## config.mk

```make
export PLATFORM = sky130hd
export DESIGN_NAME = pcs_sync
export DESIGN_NICKNAME = d
export VERILOG_FILES = /design/src/rtl/pcs_sync.sv
export SDC_FILE = /design/constraint.sdc
export NUM_CORES = 1
export LEC_CHECK = 0
export ABC_AREA = 1
export CORE_MARGIN = 3
export CORE_UTILIZATION = 48
export DETAILED_ROUTE_END_ITERATION = 7
export PLACE_DENSITY_LB_ADDON = 0.25
export SKIP_CTS_REPAIR_TIMING = 1
export SYNTH_ARGS = -nofsm -noshare
export SYNTH_HDL_FRONTEND = slang
export SYNTH_SLANG_ARGS = --single-unit
```

## constraint.sdc

```tcl
create_clock -name clk -period 1.6 [get_ports clk]
set_input_delay 0.16 -clock clk [delete_from_list [all_inputs] [get_ports clk]]
set_output_delay 0.16 -clock clk [all_outputs]
set_load 0.005 [all_outputs]
```

## src/rtl/pcs_sync.sv

```systemverilog
// 1000BASE-X PCS receive code-group synchronization: comma detect, running disparity, sync FSM.
// Optional PCS_SYNC_SIGDET_EN adds the signal_detect input gating sync and SUDI.
module pcs_sync (
    input  logic       clk,
    input  logic       rst,
    input  logic [9:0] x,
`ifdef PCS_SYNC_SIGDET_EN
    input  logic       signal_detect,
`endif
    output logic [9:0] x_out,
    output logic       sync_status,
    output logic       rx_even,
    output logic       SUDI
);

    typedef enum logic [3:0] {
        LOSS_OF_SYNC,
        COMMA_DETECT_1,
        COMMA_DETECT_2,
        COMMA_DETECT_3,
        ACQUIRE_SYNC_1,
        ACQUIRE_SYNC_2,
        SYNC_ACQUIRED_1,
        SYNC_ACQUIRED_2,
        SYNC_ACQUIRED_3,
        SYNC_ACQUIRED_4,
        SYNC_ACQUIRED_2A,
        SYNC_ACQUIRED_3A,
        SYNC_ACQUIRED_4A
    } state_t;

    state_t     state_q, state_d;
    logic [1:0] good_cgs_q, good_cgs_d;
    logic       rd_q, rd_d;
    logic       rx_even_q, rx_even_d;
    logic       sync_q, sync_d;
    logic       sudi_q;
    logic [9:0] x_q;

    logic [3:0] ones;
    logic       sd;
    logic       comma;
    logic       rd_err;
    logic       cgbad;
    logic       cggood;
    logic       data;

`ifdef PCS_SYNC_SIGDET_EN
    assign sd = signal_detect;
`else
    assign sd = 1'b1;
`endif

    always_comb begin
        ones = 4'd0;
        for (int i = 0; i < 10; i++) ones = ones + {3'b000, x[i]};
    end

    assign comma  = (x[9:3] == 7'b0011111) || (x[9:3] == 7'b1100000);
    assign rd_err = ((ones == 4'd6) && rd_q) || ((ones == 4'd4) && !rd_q);
    // The next position is odd when the toggled rx_even would be 0.
    assign cgbad  = (ones < 4'd4) || (ones > 4'd6) || rd_err || (comma && rx_even_q);
    assign cggood = !cgbad;
    assign data   = cggood && !comma;

    always_comb begin
        state_d    = state_q;
        good_cgs_d = 2'd0;
        case (state_q)
            LOSS_OF_SYNC:   if (comma) state_d = COMMA_DETECT_1;
            COMMA_DETECT_1: state_d = data ? ACQUIRE_SYNC_1 : LOSS_OF_SYNC;
            COMMA_DETECT_2: state_d = data ? ACQUIRE_SYNC_2 : LOSS_OF_SYNC;
            COMMA_DETECT_3: state_d = data ? SYNC_ACQUIRED_1 : LOSS_OF_SYNC;
            ACQUIRE_SYNC_1: begin
                if (cgbad)      state_d = LOSS_OF_SYNC;
                else if (comma) state_d = COMMA_DETECT_2;
            end
            ACQUIRE_SYNC_2: begin
                if (cgbad)      state_d = LOSS_OF_SYNC;
                else if (comma) state_d = COMMA_DETECT_3;
            end
            SYNC_ACQUIRED_1: if (cgbad) state_d = SYNC_ACQUIRED_2;
            SYNC_ACQUIRED_2: begin
                if (cgbad) state_d = SYNC_ACQUIRED_3;
                else begin
                    state_d    = SYNC_ACQUIRED_2A;
                    good_cgs_d = 2'd1;
                end
            end
            SYNC_ACQUIRED_3: begin
                if (cgbad) state_d = SYNC_ACQUIRED_4;
                else begin
                    state_d    = SYNC_ACQUIRED_3A;
                    good_cgs_d = 2'd1;
                end
            end
            SYNC_ACQUIRED_4: begin
                if (cgbad) state_d = LOSS_OF_SYNC;
                else begin
                    state_d    = SYNC_ACQUIRED_4A;
                    good_cgs_d = 2'd1;
                end
            end
            SYNC_ACQUIRED_2A: begin
                if (cgbad)                    state_d = SYNC_ACQUIRED_3;
                else if (good_cgs_q == 2'd3)  state_d = SYNC_ACQUIRED_1;
                else                          good_cgs_d = good_cgs_q + 2'd1;
            end
            SYNC_ACQUIRED_3A: begin
                if (cgbad)                    state_d = SYNC_ACQUIRED_4;
                else if (good_cgs_q == 2'd3)  state_d = SYNC_ACQUIRED_2;
                else                          good_cgs_d = good_cgs_q + 2'd1;
            end
            SYNC_ACQUIRED_4A: begin
                if (cgbad)                    state_d = LOSS_OF_SYNC;
                else if (good_cgs_q == 2'd3)  state_d = SYNC_ACQUIRED_3;
                else                          good_cgs_d = good_cgs_q + 2'd1;
            end
            default: state_d = LOSS_OF_SYNC;
        endcase

        if (!sd) begin
            state_d    = LOSS_OF_SYNC;
            good_cgs_d = 2'd0;
        end

        // A comma in LOSS_OF_SYNC has an unbalanced count, so this same rule reloads rd from it.
        rd_d = rd_q;
        if (ones > 4'd5)      rd_d = 1'b1;
        else if (ones < 4'd5) rd_d = 1'b0;

        rx_even_d = !rx_even_q;
        if (state_d == COMMA_DETECT_1 || state_d == COMMA_DETECT_2 ||
            state_d == COMMA_DETECT_3)
            rx_even_d = 1'b1;

        sync_d = (state_d == SYNC_ACQUIRED_1)  || (state_d == SYNC_ACQUIRED_2)  ||
                 (state_d == SYNC_ACQUIRED_3)  || (state_d == SYNC_ACQUIRED_4)  ||
                 (state_d == SYNC_ACQUIRED_2A) || (state_d == SYNC_ACQUIRED_3A) ||
                 (state_d == SYNC_ACQUIRED_4A);
    end

    always_ff @(posedge clk or negedge rst) begin
        if (!rst) begin
            state_q    <= LOSS_OF_SYNC;
            good_cgs_q <= 2'd0;
            rd_q       <= 1'b0;
            rx_even_q  <= 1'b0;
            sync_q     <= 1'b0;
            sudi_q     <= 1'b0;
            x_q        <= 10'h000;
        end else begin
            state_q    <= state_d;
            good_cgs_q <= good_cgs_d;
            rd_q       <= rd_d;
            rx_even_q  <= rx_even_d;
            sync_q     <= sync_d;
            sudi_q     <= sd;
            x_q        <= x;
        end
    end

    assign x_out       = x_q;
    assign sync_status = sync_q;
    assign rx_even     = rx_even_q;
    assign SUDI        = sudi_q;

endmodule

```

# After elaboration in Yosys (flattened, before gate mapping)
# Index checks and enable logic that the tools add are counted.
[totals]
reg_bits = 20
latchBits = 0
ram_bits = 0
mem_bits_ro = 0
input_bits = 12
out_inout_bits = 13
wordCells = 99
mem_count = 0
[classes]
addsub = 10
mul = 0
div = 0
n_lt_le_gt_ge = 4
n_eq_ne = 27
shifts = 0
mux = 26
n_bitwise = 0
n_reduce_logical = 25
[op_table]
columns = ["operator", "n"]
rows = [
  ["$mux W4", 13],
  ["$pmux W4 S13", 1],
  ["$eq A4 B4 Y1 const B", 10],
  ["$eq A4 B3 Y1 const B", 8],
  ["$add A4 B1 Y4", 6],
  ["$eq A4 B2 Y1 const B", 4],
  ["$logic_or A1 B1 Y1", 13],
  ["$mux W3", 3],
  ["$eq A4 B1 Y1 const B", 2],
  ["$gt A4 B3 Y1 const B", 2],
  ["$lt A4 B3 Y1 const B", 2],
  ["$mux W2", 4],
  ["$eq A7 B5 Y1 const B", 1],
  ["$eq A7 B7 Y1 const B", 1],
  ["$reduce_or A3 Y1", 2],
  ["$add A3 B1 Y4", 1],
  ["$logic_and A1 B1 Y1", 4],
  ["$logic_not A1 Y1", 4],
  ["$logic_not A4 Y1", 1],
  ["$mux W1", 4],
  ["$pmux W2 S2", 1],
  ["$add A2 B1 Y3", 1],
  ["$add A1 B1 Y2", 1],
  ["$add A2 B1 Y2 const B", 1],
  ["other kinds (2)", 2],
]

# Depth between registers and ports, before layout
[depth]
depth_word = 25
mapped_depth = 18
depth_no_buf = 18

# Worst setup path after synthesis
# No wires, ideal clock.
[synth_path]
kind = "input port to flip-flop"
start = "input x[0]"
end = "register sync_q, in the netlist sync_status"
setup_time_ns = 0.116
arrival_ns = 3.079
required_time_ns = 1.484
slack_ns = -1.596
stages = 17
path_buffers = 0
path_cell_list = "inv_1 fa_1 fa_1 fa_1 inv_1 ha_1 inv_1 fa_1 inv_1 xor2_1 nor2_4 nand2_4 nor2_2 nor2_1 nand2_2 nand2_1 nand2_1"
[synth_via]
elab_chain_cells = 25
elab_cells_between_ends = 47
classes_between = "add/sub: 9; order compare: 2; eq/ne: 9; mux: 13; reduce/logical: 14"
[synth_lines]
columns = ["item", "line_no", "text"]
rows = [
  ["start, declared", "6", "input logic [9:0] x,"],
  ["$add A1 B1 Y2 *", "56", "for (int i = 0; i < 10; i++) ones = ones + {3'b000, x[i]};"],
  ["$add A2 B1 Y3 *", "56", ""],
  ["$add A3 B1 Y4 *", "56", ""],
  ["$add A4 B1 Y4 * (6 in series)", "56", ""],
  ["branches (longest 3 deep; another with $lt A4 B3 Y1)", "n/a", ""],
  ["$logic_or A1 B1 Y1 * (2 in series)", "62", "assign cgbad = (ones < 4'd4) || (ones > 4'd6) || rd_err || (comma && rx_even_q);"],
  ["$logic_not A1 Y1", "63", "assign cggood = !cgbad;"],
  ["$logic_and A1 B1 Y1", "64", "assign data = cggood && !comma;"],
  ["$mux W3", "73", "COMMA_DETECT_3: state_d = data ? SYNC_ACQUIRED_1 : LOSS_OF_SYNC;"],
  ["$pmux W4 S13 *", "69", "case (state_q)"],
  ["net state_d[1]", "32", "state_t state_q, state_d;"],
  ["$eq A4 B3 Y1", "137", "sync_d = (state_d == SYNC_ACQUIRED_1) || (state_d == SYNC_ACQUIRED_2) ||"],
  ["$logic_or A1 B1 Y1 (2 in series)", "137", ""],
  ["$logic_or A1 B1 Y1 (2 in series)", "138", "(state_d == SYNC_ACQUIRED_3) || (state_d == SYNC_ACQUIRED_4) ||"],
  ["$logic_or A1 B1 Y1", "139", "(state_d == SYNC_ACQUIRED_2A) || (state_d == SYNC_ACQUIRED_3A) ||"],
  ["$logic_or A1 B1 Y1 *", "139", ""],
  ["net sync_d", "36", "logic sync_q, sync_d;"],
  ["end signal, assigned", "157", "sync_q <= sync_d;"],
  ["end, declared", "36", ""],
]
# Mark *: on every way through the listed nets, which the timed path passes.
# A chain may end at the register's enable or synchronous reset.

# Worst setup path in the final report
[layout_path]
start = "input x[7]"
end = "register state_q[0]"
[layout_via]
elab_chain_cells = 12
elab_cells_between_ends = 31
classes_between = "add/sub: 3; order compare: 2; eq/ne: 4; mux: 11; reduce/logical: 11"
[layout_lines]
columns = ["item", "line_no", "text"]
rows = [
  ["branches (longest 11 deep; another with $add A4 B1 Y4)", "n/a", ""],
  ["$pmux W4 S13 *", "69", ""],
  ["net state_d[0]", "32", ""],
  ["end signal, assigned", "153", "state_q <= state_d;"],
  ["end, declared", "32", ""],
]
# Marked as above.

==> run summary <==
status - finished, violations left
failing checks - setup timing
Syn Nets - 174
Total GRT Usage - 0.173
WL/cell - 12.7 µm
crit end category - flop
routed wl met3 - 162 µm
Final ANT Viol Nets - 0
fin crit share - 2.08
setup_tns - -14.42 ns
Root Driver - clkbuf_4
clock skew - 0.00364 ns
Synth Area per Inst - 7.98 µm²
Mapped Cells - 153
Pint - 0.00111 W
NetSw - 0.000567 W
multi-input logic area - 629 µm²
VDD IR max - 1110 µV
met2 wire length - 1460 µm
largest net degree at the start of global routing - 21
Die Span X - 56.4 µm
wl on met1 - 1180 µm
initial drt markers - 41
fin util - 0.729
Starting Density - 0.527
final hold vios - 0
initial antenna violation count - 0
logic gate share of total power - 0.422
Sw Ratio - 0.339
WL final - 2810 µm
Distinct cells, synth - 23
fin worst setup slack - -1.73 ns
Fillers - 167
Synth Cell Area - 1220 µm²
post-place setup slack - -2.25 ns
vias in the first global route - 996
Max Cap Viol - 0
yosys warns - 0
Vias - 1091
Placed Area - 1550 µm²
Rows - 17
fmax - 300 MHz
Port Buffers - 24
drt first pass iters - 4
clock-pin slew on the worst setup and hold paths - 0.11 ns
die area - 3190 µm²
worst reg2reg setup slack - 0.10 ns
Routability Congestion - 0.876
# H-tree levels - 1
RSZ-0062 raised after global routing - yes
WP data arrival - 3.51 ns
worst path required time - 1.78 ns
worst-case clock buffer depth - 2
final setup vio count - 9
Residual DRC - 0
fin nets - 216
Hold Path Class - primary input to flop
leakage dissipation - 0.864 nW
CTS tree - yes
final instance area - 1690 µm²
CTS sink cnt - 20
minimum clock period - 3.33 ns
Worst-Skew Late Latency - 0.30 ns
Area growth, synth to finish - 38.4%
register bit total from synthesis - 20
sequential share of power - 0.333
DR vias/cell - 4.91
Sequential Area - 500 µm²
pwr dens - 989 nW/µm²
GRT overflow - 0
CP Class - primary input to flop
final max-slew violation count - 0
share of layout cells above drive strength 1 - 0.227
HPWL after detailed placement - 2120 µm
max layer used - met4
Core Region - 2320 µm²
Die H - 56.4 µm
n_diodes - 0
Critical Path Source Type - primary input
Critical Path Fanout Max - 7
clock share of power - 0.246
boundary pin count - 25
Num CTS Buffers - 3
sequential-to-total area share from yosys stat - 0.410
global-route wire length before repair - 4440 µm
[registers in the layout (all words and copies together) (netlist names)]
signal	count
x_out	10
rd_q	1
rx_even	1
sync_status	1
SUDI	1
good_cgs_q	2
state_q	4
[synthesized netlist by cell type (all sizes together)]
cell type	number	area, µm²
inv	32	120
o21ai	2	10.0
o21bai	1	11.3
a21oi	2	10.0
nand3	8	40.0
nand4	4	25.0
buf	1	11.3
conb	1	3.75
or2	1	6.26
nor3	3	15.0
nand3b	1	7.51
fa	6	120
ha	3	37.5
dfrtp	20	500
nor2	24	108
o22ai	2	12.5
xor2	1	8.76
nand2	41	174
[layer usage]
layer	up-vias	track usage
met5	-	0
met4	0	0.0203
met3	2	0.0437
met2	39	0.294
met1	508	0.230
li1	542	-
[cell usage in the layout, fill, tap and decap left out, drive strengths merged]
cell and n:
nand4 4, xor2 1, o21bai 1, dlymetal6s2s 3, ha 3, dfrtp 20, fa 6, nand2 41
clkbuf 4, bufinv 1, dlygate4sd3 2, o21ai 2, nor2 24, clkdlybuf4s50 18, nand3 8, nand3b 1
nor3 3, conb 1, or2 1, buf 14, inv 32, o22ai 2, a21oi 2
[cell type report]
type	instances	share of cell area
Inverter	32	0.0711
Clock buffer	3	0.0133
Sequential cell	20	0.296
Clock inverter	1	0.0178
Timing Repair Buffer	38	0.209
Multi-Input combinational cell	100	0.372
Tap cell	28	0.0207
[critical path, cell delays in order]
cell and delay, ns:
buf_8 0.10, fa_1 0.57, inv_2 0.05, fa_1 0.48, fa_1 0.51, inv_1 0.08, ha_2 0.19, inv_2 0.04
fa_2 0.52, inv_2 0.06, xor2_2 0.18, nor2_4 0.17, nand2_4 0.11, o22ai_1 0.16, nand3_1 0.12
[per-stage QoR]
| stage | hold slack (ns) | power, W | cells |
|---|---|---|---|
| 3_5_place_dp | 0.508 | 0.00116 | 212 |
| 2_1_floorplan | -0.136 | 0.000963 | 153 |
| 6_report | 0.0310 | 0.00167 | 222 |
| 4_1_cts | 0.177 | 0.00158 | 216 |
| 3_3_place_gp | 0.512 | 0.00114 | 212 |
| 5_1_grt | 0.00782 | 0.00178 | 222 |
[final timing paths]
| kind | end | startpoint | depth (start not counted) |
|---|---|---|---|
| max in group asynchronous | state_q[0] | rst | 2 |
| worst min register to register | rx_even | rx_even | 1 |
| worst max register to register | sync_status | state_q[1] | 11 |
| worst min-delay path | x_out[9] | x[9] | 1 |
| min in group asynchronous | SUDI | rst | 2 |
| worst max-delay path | state_q[0] | x[7] | 15 |
[kinds of logic (layout without fill, tap and decap cells)]
group / count (synthesis) / in the layout / synth area share
fa+ha+maj: 9 / 9 / 0.129
compound gates: 7 / 7 / 0.0359
simple gates: 82 / 82 / 0.307
flops: 20 / 20 / 0.410
xor+xnor: 1 / 1 / 0.00717
buf+inv: 33 / 74 / 0.108
other cells: 1 / 1 / 0.00307
[power groups by stage]
stage               Sequential (W)  Clock, W  Combinational [W]
global route              0.000561  0.000445           0.000774
detailed placement        0.000564         0           0.000597
finish                    0.000556  0.000410           0.000705
global placement          0.000561         0           0.000575
CTS                       0.000553  0.000424           0.000604
floorplan                 0.000564         0           0.000400
Power figures use the tool's default switching activity.
